**src/rtl/serial_subtractor_four.sv**
```systemverilog
// Bit-serial subtractor: Diff = A - B - Bin, one bit per clock, LSB first, through one full-subtractor cell.
// Optional signed-overflow flag Ovf is built when SUB_OVERFLOW_EN is defined.
module serial_subtractor_four #(
  parameter int N = 4
) (
  input  logic         clk,
  input  logic         rst,
  input  logic         start,
  input  logic [N-1:0] A,
  input  logic [N-1:0] B,
  input  logic         Bin,
  output logic         ready,
  output logic         done,
  output logic [N-1:0] Diff,
`ifdef SUB_OVERFLOW_EN
  output logic         Ovf,
`endif
  output logic         Bout
);

  localparam int CW = (N > 1) ? $clog2(N) : 1;

  typedef enum logic [1:0] {
    IDLE  = 2'd0,
    SHIFT = 2'd1,
    DONE  = 2'd2
  } state_t;

  state_t          state, state_nxt;
  logic [CW-1:0]   cnt;
  logic [N-1:0]    a_sr, b_sr;
  logic [N-2:0]    res_sr;
  logic [N-1:0]    res_nxt;
  logic            br;
  logic            accept, last_bit, d, br_nxt;

  // A start is honoured in IDLE and DONE alike; SHIFT ignores it.
  assign accept   = start && (state != SHIFT);
  assign last_bit = (cnt == CW'(N - 1));

  // Full-subtractor cell on the current LSBs and the borrow flop.
  assign d       = a_sr[0] ^ b_sr[0] ^ br;
  assign br_nxt  = (~a_sr[0] & b_sr[0]) | (~(a_sr[0] ^ b_sr[0]) & br);
  assign res_nxt = {d, res_sr};

  // State register
  // NOTE: sequential state uses non-blocking assignments so every flop samples pre-edge values.
  always_ff @(posedge clk) begin
    if (rst) state <= IDLE;
    else     state <= state_nxt;
  end

  // Next-state logic
  // NOTE: the default assignment up front keeps this block free of inferred latches.
  always_comb begin
    state_nxt = state;
    case (state)
      IDLE:    if (accept) state_nxt = SHIFT;
      SHIFT:   if (last_bit) state_nxt = DONE;
      DONE:    state_nxt = accept ? SHIFT : IDLE;
      default: state_nxt = IDLE;
    endcase
  end

  // Status outputs decode straight from the state flops, so no input reaches them.
  always_comb begin
    ready = (state != SHIFT);
    done  = (state == DONE);
  end

  // Datapath: operand shifters, borrow flop, bit counter and held results.
  always_ff @(posedge clk) begin
    if (rst) begin
      a_sr   <= '0;
      b_sr   <= '0;
      res_sr <= '0;
      br     <= 1'b0;
      cnt    <= '0;
      Diff   <= '0;
      Bout   <= 1'b0;
`ifdef SUB_OVERFLOW_EN
      Ovf    <= 1'b0;
`endif
    end else if (accept) begin
      a_sr <= A;
      b_sr <= B;
      br   <= Bin;
      cnt  <= '0;
    end else if (state == SHIFT) begin
      a_sr   <= {1'b0, a_sr[N-1:1]};
      b_sr   <= {1'b0, b_sr[N-1:1]};
      res_sr <= res_nxt[N-1:1];
      br     <= br_nxt;
      if (!last_bit) cnt <= cnt + CW'(1);
      if (last_bit) begin
        // The last cell sees the operand MSBs, so the overflow test can use them directly.
        Diff <= res_nxt;
        Bout <= br_nxt;
`ifdef SUB_OVERFLOW_EN
        Ovf  <= (a_sr[0] ^ b_sr[0]) & (a_sr[0] ^ d);
`endif
      end
    end
  end

endmodule

```
**config.mk**
```make
export PLATFORM = sky130hd
export DESIGN_NAME = serial_subtractor_four
export DESIGN_NICKNAME = d
export VERILOG_FILES = /design/src/rtl/serial_subtractor_four.sv
export SDC_FILE = /design/constraint.sdc
export NUM_CORES = 1
export LEC_CHECK = 0
export ABC_AREA = 1
export BUFFER_PORTS_ARGS = -buffer_cell sky130_fd_sc_hd__buf_2
export CAP_MARGIN = 40
export CORE_MARGIN = 1
export CORE_UTILIZATION = 56
export CTS_CLUSTER_SIZE = 25
export DETAILED_ROUTE_END_ITERATION = 6
export GPL_TIMING_DRIVEN = 0
export HOLD_SLACK_MARGIN = 0.02
export PLACE_DENSITY = 0.86
export SYNTH_ARGS = -nofsm -noshare
export SYNTH_HDL_FRONTEND = slang
export SYNTH_SLANG_ARGS = --single-unit
```
**constraint.sdc**
```tcl
create_clock -name clk -period 2.4 [get_ports clk]
set_input_delay 0.36 -clock clk [delete_from_list [all_inputs] [get_ports clk]]
set_output_delay 0.36 -clock clk [all_outputs]
set_load 0.02 [all_outputs]
```
==> results.md <==
- Status: finished, final reports clean
- Vias per cell: between 5 and 6
- # setup viols final: 0
- Worst path required time: 2.04 ns
- Placer Congestion: ~0.78
- Hold_sp: rst
- Worst-margin pin slew: about 0.24 ns
- CTS sink cnt: 21
- Syn nets: between 100 and 150
- CTS tree: built
- IO Count: 19
- Clock transition at path regs: approximately 0.11 ns
- Post-CTS Setup Bufs: 0
- WS Path Type: flop to primary output
- Die width: about 43 um
- Total Nets Final: 164
- Final worst slack: 0.844 ns
- Routed Antenna Nets: 0
- First-pass GRT wire length: 3150 um
- Starting density of the core: 0.608
- Area grow syn2layout: 14.7%
- Vias in the first global route: 768
- Sequential area share after synthesis: 0.454
- Resized cells post-CTS: 0
- Post-CTS Hold Fix Bufs: 0
- F_max: 643 MHz
- HPWL after DPL: 1280 um
- Rel. slew slack: 0.839
- Final Critical Period: 1.56 ns
- Endpoints failing hold: 0
- Worst EP arrival: 1.20 ns
- Synthesis Warnings: 0
- Antenna violations before repair: 0
- Netlist cell types: 14
- Setup TNS: 0 ns
- Mapped Area: 926 sq um
- Hold Crit Class: primary input to flop
- PortBufs: 18
- Drt total wl: 1780 um
- FP Rows: 14
- Flop2flop setup slack: 1.21 ns
- CTS root buf: clkbuf_4
- Most frequent cells in the layout: nand2_1, nand3_1, dfxtp_1, buf_2, inv_1
- Total CTS buffers: 3
- WHS Endpoint: b_sr[3]$_SDFFE_PP0P_
- RSZ-0062 raised after global routing: false
- Clock insertion delay at the later pin of the skew report: 0.30 ns
- Commonest non-fill, non-tap cell in the layout: nand2_1
- Die ar.: 1820 sq um
- Yosys reg bits: 21
- CP max FO: 10
- H-tree depth: 1
- Average cell area after synthesis: 7.29 sq um
- CP startpoint kind: flop
- Clock skew: 0.000729 ns
- Die height: about 43 um
- Period utilization: 0.648
- Pre-CTS setup slack: 1.21 ns
- PD cells: 602 nW/um^2
- WL per Instance: 10.8 um
- N_diodes: 0
- Slew Viols, Final: 0
- Post-Synthesis Cells: 127
- First-pass iteration count of the detailed router: 4
- Remaining Overflow, GRT: 0
- MaxCap Viol Count: 0
- Worst hold path depth: 2
- Global Route Usage Sum: 0.231
- Leak: 0.557 nW
- Worst ir drop on vdd: slightly below 0.4 mV
- Largest net degree at the start of global routing: 12
- Cells on worst reg2reg path: 4
- Drt first-iter violations: 18
- Reg-to-reg startpoint: b_sr[0]$_SDFFE_PP0P_
- Worst setup EP type: primary output
- Fraction of layout cells with a size suffix above 1: 0.208
- Residual DRC: 0
- Clock Tree Buf Depth: 2
- Area of the core: 1520 sq um
- R2R Path End: res_sr[2]$_SDFFE_PP0P_
- Vias: 864
- # fillers: about 130
==> worst max-delay path by stage <==
| stage | from | endpoint | depth (start not counted) |
|---|---|---|---|
| after floorplan | b_sr[0]$_SDFFE_PP0P_ | res_sr[2]$_SDFFE_PP0P_ | 4 |
| after global placement | state[1]$_SDFFE_PP0P_ | ready | 4 |
| after detailed placement | state[1]$_SDFFE_PP0P_ | ready | 4 |
| after CTS | state[1]$_SDFFE_PP0P_ | ready | 4 |
| after global routing | state[1]$_SDFFE_PP0P_ | ready | 4 |
| final | state[1]$_SDFFE_PP0P_ | ready | 4 |
==> per-stage QoR <==
step	instance area (sq um)	power, mW	cells	utilization	hold slack [ns]
2_1_floorplan	926	0.450	127	-	0.429
3_3_place_gp	1040	0.473	161	0.680	0.448
3_5_place_dp	1040	0.476	161	0.680	0.462
4_1_cts	1060	0.644	165	0.697	0.243
5_1_grt	1060	0.670	165	0.697	0.251
6_report	1060	0.640	165	0.697	0.249
==> cell type report <==
class,instances,area (sq um),area share
timing repair buffer,18,90.1,0.0848
multi-input combinational,83,394,0.371
sequential,21,420,0.396
tap,16,20.0,0.0188
clock buffer,4,26.3,0.0247
buffer,5,43.8,0.0412
inverter,18,67.6,0.0636
==> layer usage <==
| metal | vias to the layer above | routed length, um | GRT usage |
|---|---|---|---|
| met5 | - | 0 | 0 |
| met4 | 0 | 42 | 0.113 |
| met3 | 5 | 71 | 0.0383 |
| li1 | 449 | - | - |
| met2 | 25 | 883 | 0.385 |
| met1 | 385 | 786 | 0.286 |
==> state kept, by name (all words and copies together), names as in the netlist <==
signal / flops
Diff: 4
cnt: 2
res_sr: 3
a_sr: 4
b_sr: 4
br: 1
state: 2
Bout: 1
==> report_power, final <==
group          switching (mW)  internal, mW  leakage [nW]
Sequential             0.0104         0.365         0.172
Combinational          0.0539        0.0390         0.370
Clock                   0.106        0.0649        0.0150
Total                   0.171         0.469         0.557
==> synth_stat cells <==
cell / n / area (sq um)
buf_2: 2 / 10.0
o21ai_0: 6 / 30.0
a21oi_1: 5 / 25.0
nand2_2: 1 / 6.26
nor2_4: 1 / 11.3
fa_1: 1 / 20.0
buf_6: 3 / 33.8
inv_1: 15 / 56.3
inv_2: 3 / 11.3
ha_1: 1 / 12.5
nand2_1: 29 / 109
nand3_1: 27 / 135
nor2_1: 12 / 45.0
dfxtp_1: 21 / 420
==> critical path: stages, from the launching register on <==
cell and delay (ns):
dfxtp_1 0.42, inv_2 0.06, nand2_2 0.10, buf_6 0.14, buf_2 0.16
==> kinds of logic after synthesis <==
family,Yosys count,synth area share
flops,21,0.454
fa+ha+maj,2,0.0351
simple gates,70,0.331
buf+inv,23,0.120
compound gates,11,0.0595
No activity file was read; power rests on OpenSTA's default activity.
